$ cat src/rtl/seg7_pkg.sv
// Shared types, ASCII constants, glyph table and byte helpers for the
// UART-driven 4-digit seven-segment scan controller.
package seg7_pkg;

  typedef enum logic {
    SCAN_BLANK = 1'b0,
    SCAN_ON    = 1'b1
  } scan_state_e;

  typedef enum logic [1:0] {
    CLS_HEX = 2'd0,
    CLS_DOT = 2'd1,
    CLS_CLR = 2'd2,
    CLS_ERR = 2'd3
  } byte_class_e;

  typedef struct packed {
    logic [3:0] val;
    logic       blank;
    logic       dp;
  } digit_t;

  localparam logic [7:0] ASCII_DOT = 8'h2E;
  localparam logic [7:0] ASCII_ESC = 8'h1B;

  localparam digit_t DIGIT_BLANK = '{val: 4'h0, blank: 1'b1, dp: 1'b0};

  // Active-high glyphs, bit order {g,f,e,d,c,b,a}; b and d are lowercase.
  localparam logic [6:0] GLYPH [16] = '{
    7'h3F, 7'h06, 7'h5B, 7'h4F, 7'h66, 7'h6D, 7'h7D, 7'h07,
    7'h7F, 7'h6F, 7'h77, 7'h7C, 7'h39, 7'h5E, 7'h79, 7'h71
  };

  function automatic byte_class_e classify(input logic [7:0] b);
    if (b inside {[8'h30:8'h39], [8'h41:8'h46], [8'h61:8'h66]}) return CLS_HEX;
    if (b == ASCII_DOT) return CLS_DOT;
    if (b == ASCII_ESC) return CLS_CLR;
    return CLS_ERR;
  endfunction

  // Letters in either case carry (value - 9) in their low nibble.
  function automatic logic [3:0] hex_nibble(input logic [7:0] b);
    if (b[6]) return b[3:0] + 4'd9;
    return b[3:0];
  endfunction

endpackage

$ cat src/rtl/seg7_decode.sv
// Hex-to-seven-segment decoder, active-high, with blanking.
module seg7_decode
  import seg7_pkg::*;
(
  input  logic [3:0] i_val,
  input  logic       i_blank,
  output logic [6:0] o_seg
);

  always_comb begin
    o_seg = 7'd0;
    if (!i_blank) o_seg = GLYPH[i_val];
  end

endmodule

$ cat src/rtl/seg7_scan_ctrl.sv
// UART byte stream -> 4-digit shift buffer -> multiplexed seven-segment scan
// with inter-digit blanking and registered, polarity-configurable outputs.
module seg7_scan_ctrl
  import seg7_pkg::*;
#(
  parameter int CLK_HZ     = 27_000_000,
  parameter int DIGIT_HZ   = 1_000,
  parameter int BLANK_CYC  = 270,
  parameter int ACTIVE_LOW = 1
)(
  input  logic       clk,
  input  logic       reset,
  input  logic [7:0] rx_data,
  input  logic       rx_valid,
  output logic [6:0] seg,
  output logic       dp,
  output logic [3:0] an,
  output logic       byte_err
);

  localparam int   PERIOD = CLK_HZ / DIGIT_HZ;
  localparam int   CNT_W  = (PERIOD > 1) ? $clog2(PERIOD) : 1;
  localparam logic POL    = (ACTIVE_LOW != 0);

  logic [7:0]        r_data_p0;
  logic              r_vld_p0;
  byte_class_e       w_cls_p1;
  digit_t [3:0]      r_buf;
  logic              r_err_p1;

  scan_state_e       r_state, w_state_nxt;
  logic [CNT_W-1:0]  r_cnt, w_cnt_nxt;
  logic [1:0]        r_idx, w_idx_nxt;
  logic              w_wrap;

  digit_t            w_cur;
  logic [6:0]        w_glyph;
  logic [6:0]        w_seg_nxt;
  logic [3:0]        w_an_nxt;
  logic              w_dp_nxt;
  logic [6:0]        r_seg;
  logic [3:0]        r_an;
  logic              r_dp;

  // Stage p0: capture the received byte
  always_ff @(posedge clk) begin
    r_data_p0 <= rx_data;
    if (reset) r_vld_p0 <= 1'b0;
    else       r_vld_p0 <= rx_valid;
  end

  // Stage p1: classify and apply to the digit buffer
  assign w_cls_p1 = classify(r_data_p0);

  always_ff @(posedge clk) begin
    if (reset) begin
      r_buf    <= {4{DIGIT_BLANK}};
      r_err_p1 <= 1'b0;
    end else begin
      r_err_p1 <= r_vld_p0 && (w_cls_p1 == CLS_ERR);
      if (r_vld_p0) begin
        case (w_cls_p1)
          CLS_HEX: r_buf <= {r_buf[2:0],
                             digit_t'{val: hex_nibble(r_data_p0), blank: 1'b0, dp: 1'b0}};
          CLS_DOT: r_buf[0].dp <= 1'b1;
          CLS_CLR: r_buf <= {4{DIGIT_BLANK}};
          default: ;
        endcase
      end
    end
  end

  assign byte_err = r_err_p1;

  // Scan FSM: state register
  always_ff @(posedge clk) begin
    if (reset) begin
      r_state <= SCAN_BLANK;
      r_cnt   <= '0;
      r_idx   <= 2'd0;
    end else begin
      r_state <= w_state_nxt;
      r_cnt   <= w_cnt_nxt;
      r_idx   <= w_idx_nxt;
    end
  end

  // Scan FSM: next state; blanking occupies the first BLANK_CYC counts of each dwell
  always_comb begin
    w_wrap      = (r_cnt == CNT_W'(PERIOD - 1));
    w_cnt_nxt   = w_wrap ? '0 : r_cnt + 1'b1;
    w_idx_nxt   = w_wrap ? r_idx + 2'd1 : r_idx;
    w_state_nxt = (w_cnt_nxt < CNT_W'(BLANK_CYC)) ? SCAN_BLANK : SCAN_ON;
  end

  assign w_cur = r_buf[r_idx];

  seg7_decode u_decode (
    .i_val   (w_cur.val),
    .i_blank (w_cur.blank),
    .o_seg   (w_glyph)
  );

  // Scan FSM: outputs, active-high before polarity is applied
  always_comb begin
    w_an_nxt  = 4'b0000;
    w_seg_nxt = 7'd0;
    w_dp_nxt  = 1'b0;
    if (r_state == SCAN_ON) begin
      w_an_nxt  = 4'b0001 << r_idx;
      w_seg_nxt = w_glyph;
      w_dp_nxt  = w_cur.dp && !w_cur.blank;
    end
  end

  always_ff @(posedge clk) begin
    if (reset) begin
      r_seg <= {7{POL}};
      r_an  <= {4{POL}};
      r_dp  <= POL;
    end else begin
      r_seg <= w_seg_nxt ^ {7{POL}};
      r_an  <= w_an_nxt ^ {4{POL}};
      r_dp  <= w_dp_nxt ^ POL;
    end
  end

  assign seg = r_seg;
  assign an  = r_an;
  assign dp  = r_dp;

endmodule
$ cat config.mk
export PLATFORM = sky130hd
export DESIGN_NAME = seg7_scan_ctrl
export DESIGN_NICKNAME = d
export VERILOG_FILES = /design/src/rtl/seg7_pkg.sv /design/src/rtl/seg7_decode.sv /design/src/rtl/seg7_scan_ctrl.sv
export SDC_FILE = /design/constraint.sdc
export NUM_CORES = 1
export LEC_CHECK = 0
export BUFFER_PORTS_ARGS = -buffer_cell sky130_fd_sc_hd__buf_2
export CELL_PAD_IN_SITES_DETAIL_PLACEMENT = 2
export CELL_PAD_IN_SITES_GLOBAL_PLACEMENT = 2
export CORE_UTILIZATION = 35
export DETAILED_ROUTE_END_ITERATION = 7
export GPL_TIMING_DRIVEN = 0
export PLACE_DENSITY_LB_ADDON = 0.1
export SYNTH_ARGS = -nofsm -noshare
export SYNTH_HDL_FRONTEND = slang
export SYNTH_SLANG_ARGS = --single-unit
$ cat constraint.sdc
create_clock -name clk -period 2.56 [get_ports clk]
set_clock_uncertainty 0.2 [all_clocks]
set_input_delay 0.256 -clock clk [delete_from_list [all_inputs] [get_ports clk]]
set_output_delay 0.256 -clock clk [all_outputs]
set_load 0.02 [all_outputs]
==> results of run 1 <==
## per-layer routing
metal	up-vias	global-route usage [%]
li1	1107	-
met1	1105	22.6
met2	26	27.5
met3	9	3.17
met4	0	6.92
met5	-	0
## power by group
part	switching (W)	internal (W)	total (W)
logic	0.0000499	0.0000432	0.0000931
clock network	0.000392	0.000570	0.000961
registers	0.0000143	0.00101	0.00102
total	0.000456	0.00162	0.00208
## sequential cells by signal, indices dropped and copies added (netlist names)
| register | cells |
|---|---|
| r_cnt | 15 |
| r_state | 1 |
| r_idx | 2 |
| seg | 7 |
| r_data_p0 | 8 |
| r_buf | 24 |
| byte_err | 1 |
| dp | 1 |
| an | 4 |
| r_vld_p0 | 1 |
## final timing paths
| kind | from | slack, ns | cells after the start | endpoint |
|---|---|---|---|---|
| min reg2reg | r_cnt[0]$_SDFF_PP0_ | 0.27 | 1 | r_cnt[0]$_SDFF_PP0_ |
| max | r_data_p0[0]$_DFF_P_ | 0.16 | 8 | r_buf[15]$_SDFFE_PP0P_ |
| min | reset | 0.08 | 2 | r_idx[1]$_SDFFE_PP0N_ |
| max reg2reg | r_data_p0[0]$_DFF_P_ | 0.16 | 8 | r_buf[15]$_SDFFE_PP0P_ |
## cell families after synthesis
| logic type | Yosys count | synth area share, % |
|---|---|---|
| simple gates | 92 | 16.9 |
| flops | 64 | 44.2 |
| compound gates | 53 | 16.1 |
| buf+inv | 31 | 5.56 |
| xor+xnor | 17 | 5.13 |
| fa+ha+maj | 14 | 6.04 |
| mux | 10 | 6.08 |
## area by class of cell
| type | count | area, um2 |
|---|---|---|
| Fill cell | 848 | 4440 |
| Timing Repair Buffer | 31 | 200 |
| Clock buffer | 10 | 138 |
| Tap cell | 102 | 128 |
| Clock inverter | 6 | 82.6 |
| Buffer | 18 | 113 |
| Multi-Input combinational cell | 186 | 1460 |
| Inverter | 13 | 48.8 |
| Sequential cell | 64 | 1280 |
## worst max-delay path: cells and delay by family (launching register included)
| family | cells | cell delay (ns) |
|---|---|---|
| flops | 1 | 0.45 |
| compound gates | 3 | 0.82 |
| fa+ha+maj | 1 | 0.22 |
| buf+inv | 2 | 0.27 |
| simple gates | 2 | 0.32 |
## synthesized netlist by cell type (all sizes together), types with 2 or more instances
master,count
a211oi,2
a21oi,5
a32o,19
a32oi,2
and2,2
and3,3
and4,3
buf,11
clkbuf,7
dfxtp,64
ha,14
inv,12
mux2i,3
mux4,6
nand2,26
nand3,6
nand4,4
nand4b,4
nor2,25
nor2b,4
nor3,3
nor4,2
o211ai,4
o21a,2
o21ai,7
o221ai,5
or2,2
or3,3
xnor2,8
xor2,9
## metrics by stage
stage	setup WS, ns	cell area (um2)	cells
detailed placement	0.164	3140	405
floorplan	0.422	2900	281
CTS	0.138	3450	430
finish	0.164	3450	430
global placement	0.251	3140	405
global route	0.0747	3450	430
==> metrics.cfg, run 1 <==
[power]
power.ir.vdd_worst_uv=263
leakagePower_nw=1.32
p_total_w=0.00208
pwr_density_cell_mw_per_mm2=603

[drt]
detail_route.wl_per_cell_um=15.9
first_drt_iteration_drcs=61
viasPerCell=5.23
drt_first_pass_iters=4
drcViolationCount=0
wirelength_met1_um=3300
routed-wl-met3_um=136
highest-signal-layer=met4
wl_um=6820
final_antenna_net_count=0
routed-via-count=2247
met2WireLength_um=3290

[place]
routabilityCongestion=0.725
number_of_buffers_inserted_by_port_buffering=22
dp_hpwl_um=4820

[layout]
mostFrequentLayoutCell=dfxtp_1
final_core_util_pct=43.7
drive_above_1_share_pct=21.0
insertedDiodeCount=0
areaGrowthSynthToFinish_pct=18.9
design.final.nets=348
most-common-layout-cells=64 x dfxtp_1, 28 x buf_2, 26 x nand2_1

[setup_path]
worstSetupEndpointType=register
library_cell_contributing_the_largest_single_delay_on_the_critical_path=dfxtp_1
cp.arrival_ns=2.42
critical_path.max_fanout=10
critPathRequiredTime_ns=2.59
slowest_delay_ns=0.45
timing.critical_path.from_type=register
crit_path_class=reg -> reg
worstPathCellList=inv_1 > ha_1 > or4b_1 > nand4b_2 > a211oi_4 > o21ai_4 > buf_6 > a32o_2

[floorplanning]
die_w_um=93.0
floorplan.core_area_mm2=0.00789
effective_utilization_at_floorplan_pct=36.8
io_pins=24
rows=32
die-area_mm2=0.00865
die-height_um=93.0

[timing]
timing.setup.tns_ns=0
finalWorstPathRequiredPeriod_ns=2.40
timing.max_slew.rel_slack_pct=67.0
report.final.slew_viol_count=0
hold_viol_final=0
hold_slack_ns=0.0828
fmax_ghz=0.417
final_min_period_over_clock_period_pct=93.6
setup-violations-final=0
worst_slew_pin_slew_ns=0.492
rsz0062_at_grt=no

[clock_network]
number_of_buffers_inserted_during_clock_tree_synthesis=9
post_cts_buffers=0
clock_tree_from_tritoncts=yes
clkSinkCount=64
worst_setup_hold_path_clk_slew_ns=0.07
clk-insertion-delay-late_ns=0.33
cts_root_buffer=clkbuf_8
cts_repair_resize_count=0
htree_num_levels=3
clock_tree.buffer_depth=2
cts.hold.buffers_added=9

[yosys]
mappedNetlistNets=306
synth.top_cell.area_share_pct=44.2
synth-seq-area-share_pct=44.2
synth_seq_cells=64
synth-main-ff-cell=dfxtp_1
syn-cell-area_mm2=0.00290
synthArstFlopShare_pct=0
postSynthAreaPerCell_um2=10.3
synth_top_cell_by_area=dfxtp_1
synth_top_cells_by_area=dfxtp_1 44%, ha_1 6.0%, a32o_1 5.2%
synthDistinctLibCells=54
yosys_warnings=0
synth_edf_count=0
netlist_instances=281

[global_route]
grt_max_degree=12
groute.usage.overall_pct=17.1
grt_antenna_before_repair=0
number_of_global_route_vias_before_repair=2285
grt_pass1_wl_um=11300
global_route.overflow_total=0

[job]
maxCapViolations=0

[min_path]
worst_hold_path_type=in -> reg

[outcome]
result_of_the_run=finished clean

Note: power is estimated with default switching activity, not from simulation.
==> run 2, diff against run 1 <==
--- a/config.mk
+++ b/config.mk
@@ -8,6 +8,7 @@
 export BUFFER_PORTS_ARGS = -buffer_cell sky130_fd_sc_hd__buf_2
 export CELL_PAD_IN_SITES_DETAIL_PLACEMENT = 2
 export CELL_PAD_IN_SITES_GLOBAL_PLACEMENT = 2
+export CORE_MARGIN = 4
 export CORE_UTILIZATION = 35
 export DETAILED_ROUTE_END_ITERATION = 7
 export GPL_TIMING_DRIVEN = 0
==> run 2 against run 1 <==
  * Final area rose by 0.44%
  * Global-route usage decreased by 1.6 points
  * Power rose by 4.3%
  * Register-to-register slack improved by 0.05 ns
  * Combinational power barely moved
  * Count of clock-buffer cells in the layout is 2 higher
  * Worst setup slack better by 0.054 ns
==> metrics.cfg, run 2 (same netlist as run 1, synthesis figures left out) <==
[layout]
registers.top_by_ff_count=r_buf
mostFrequentLayoutCell=dfxtp_1
insertedDiodeCount=0  ; unchanged
most-common-layout-cells=64 x dfxtp_1, 28 x buf_2, 26 x nand2_1
sequential_cell_area_mm2=0.00128  ; unchanged
multiInputGateArea_mm2=0.00146  ; unchanged
largest_register_ff_count=24  ; unchanged
areaGrowthSynthToFinish_pct=19.4
design.final.nets=348  ; unchanged
drive_above_1_share_pct=20.2  ; -0.85 points
final-instance-count-excl-fill=429  ; -0.23%
biggestRegsByFlops=r_buf x24, r_cnt x15, r_data_p0 x8
final_core_util_pct=43.9  ; +0.19 points
final.fill_count=842  ; -0.71%

[min_path]
worst_hold_path_type=in -> reg
holdCritStartpoint=reset

[place]
number_of_buffers_inserted_by_port_buffering=22  ; unchanged
pre_cts_slack_ns=0.190  ; +0.0260 ns
routabilityCongestion=0.760  ; +4.8%
place.detailed.instances=405  ; unchanged
dp_hpwl_um=4990  ; +3.6%

[power]
power.ir.vdd_worst_uv=246  ; -6.5%
internal_power_w=0.00172  ; +6.2%
pwr_density_cell_mw_per_mm2=626  ; +3.8%
net_switching_w=0.000444  ; -2.6%
power.share.combinational_pct=4.3  ; -0.2 points
clock_power_share_pct=48.5  ; +2.2 points
pwr-share-seq_pct=47.2  ; -2.0 points
leakagePower_nw=1.32  ; +0.35%
sw_frac_of_total_pct=20.5  ; -1.4 points

[timing]
setup-violations-final=0  ; unchanged
report.final.slew_viol_count=0  ; unchanged
worst_slew_pin_slew_ns=0.533  ; +0.0418 ns
worst_slack_ns=0.218  ; +0.0542 ns
fmax_ghz=0.427  ; +2.3%
timing.max_slew.rel_slack_pct=64.4  ; -2.5 points
final_min_period_over_clock_period_pct=91.5  ; -2.1 points
timing.setup.tns_ns=0  ; unchanged
finalWorstPathRequiredPeriod_ns=2.34  ; -0.0542 ns
rsz0062_at_grt=no
hold_viol_final=0  ; unchanged

[setup_path]
worstSetupEndpointType=register
timing.critical_path.from_type=register
crit_start=r_idx[1]$_SDFFE_PP0N_
crit_path_class=reg -> reg
slowest_delay_ns=0.62  ; +0.17 ns
worstReg2RegStart=r_idx[1]$_SDFFE_PP0N_
worstPathCellList=buf_2 > mux4_2 > inv_1 > ha_1 > o21ai_0 > o221ai_1
critical_path.max_fanout=8  ; -2
critPathRequiredTime_ns=2.55  ; -0.04 ns
library_cell_contributing_the_largest_single_delay_on_the_critical_path=mux4_2
cp.arrival_ns=2.33  ; -0.09 ns

[job]
maxCapViolations=0  ; unchanged

[global_route]
global_route.overflow_total=0  ; unchanged
number_of_global_route_vias_before_repair=2401  ; +5.1%
grt_pass1_wl_um=12100  ; +6.9%
grt_max_degree=11  ; -1
grt_antenna_before_repair=0  ; unchanged
groute.usage.overall_pct=15.5  ; -1.6 points

[floorplanning]
die-height_um=99.0  ; +6.4%
rows=32  ; unchanged
io_pins=24  ; unchanged
die-area_mm2=0.00981  ; +13%
floorplan.core_area_mm2=0.00789  ; unchanged
effective_utilization_at_floorplan_pct=36.8  ; unchanged
die_w_um=99.0  ; +6.4%

[drt]
viasPerCell=5.34  ; +2.2%
detail_route.wl_per_cell_um=16.4  ; +3.7%
drcViolationCount=0  ; unchanged
wl_um=7050  ; +3.4%
routed-via-count=2290  ; +1.9%
final_antenna_net_count=0  ; unchanged
first_drt_iteration_drcs=77  ; +26%
drt_first_pass_iters=4  ; unchanged

[clock_network]
worst_setup_hold_path_clk_slew_ns=0.07  ; about the same
clk-insertion-delay-late_ns=0.33  ; about the same
htree_num_levels=3  ; unchanged
cts_repair_resize_count=0  ; unchanged
post_cts_buffers=0  ; unchanged
number_of_buffers_inserted_during_clock_tree_synthesis=9  ; unchanged
clock_tree.buffer_depth=2  ; unchanged
clkSinkCount=64  ; unchanged
clock_tree_from_tritoncts=yes
cts_root_buffer=clkbuf_8

[outcome]
result_of_the_run=finished clean

run 2: changes by cell type in the layout (fill, tap and decap cells not counted), sizes merged:
cell	previous run	this run
clkinv	4	1
clkinvlp	1	0
bufinv	2	3
clkbuf	17	19
run 2: repair_timing:
| item | CTS | global route |
|---|---|---|
| setup endpoints to repair | 0 | 0 |
| hold buffers | 9 | 0 |
| endpoints found under the hold margin | 9 | 0 |
run 2: worst max-delay path: cells and delay by family (launching register included):
kind,cells,cell delay (ns)
muxes,1,0.62
adders and majority gates,1,0.27
AOI/OAI and AO/OA,2,0.32
buffers and inverters,2,0.43
DFF,1,0.36
run 2: cell type report:
class,count,share of cell area (%)
plain buffers,18,3.25
inverters,13,1.41
multi-input cells,186,42.1
clock buffers,12,4.19
well taps,102,3.68
repair buffers,31,5.78
flip-flops and latches,64,37.0
clock inverters,3,2.60
run 2: power groups by stage:
stage                     Sequential, W  Clock [W]  Combinational [W]
after floorplan                 0.00104          0          0.0000577
after global placement          0.00105          0          0.0000817
after detailed placement        0.00105          0          0.0000838
after CTS                       0.00102    0.00108          0.0000948
after global routing            0.00103    0.00113           0.000105
final                           0.00102    0.00105          0.0000931
run 2: per-layer routing:
layer | routed length (um) | track usage, % | vias to the layer above | part of all wire [%]
li1 | - | - | 1108 | -
met1 | 3440 | 20.6 | 1149 | 49
met2 | 3330 | 24.7 | 24 | 47
met3 | 170 | 2.97 | 9 | 2.4
met4 | 108 | 5.99 | 0 | 1.5
met5 | 0 | 0 | - | 0
run 2: worst paths after layout:
kind / slack [ns] / end / depth (start not counted)
hold / removal: 0.09 / r_cnt[2]$_SDFF_PP0_ / 2
setup / recovery: 0.22 / seg[1]$_SDFF_PP1_ / 6
setup reg to reg: 0.22 / seg[1]$_SDFF_PP1_ / 6
hold reg to reg: 0.27 / r_cnt[0]$_SDFF_PP0_ / 1
run 2: stage by stage:
step	total power [W]	instance area, um2	hold slack [ns]
6_report	0.00217	3460	0.0939
4_1_cts	0.00220	3460	0.0977
2_1_floorplan	0.00110	2900	0.0837
5_1_grt	0.00226	3460	0.149
3_3_place_gp	0.00113	3140	0.158
3_5_place_dp	0.00113	3140	0.161
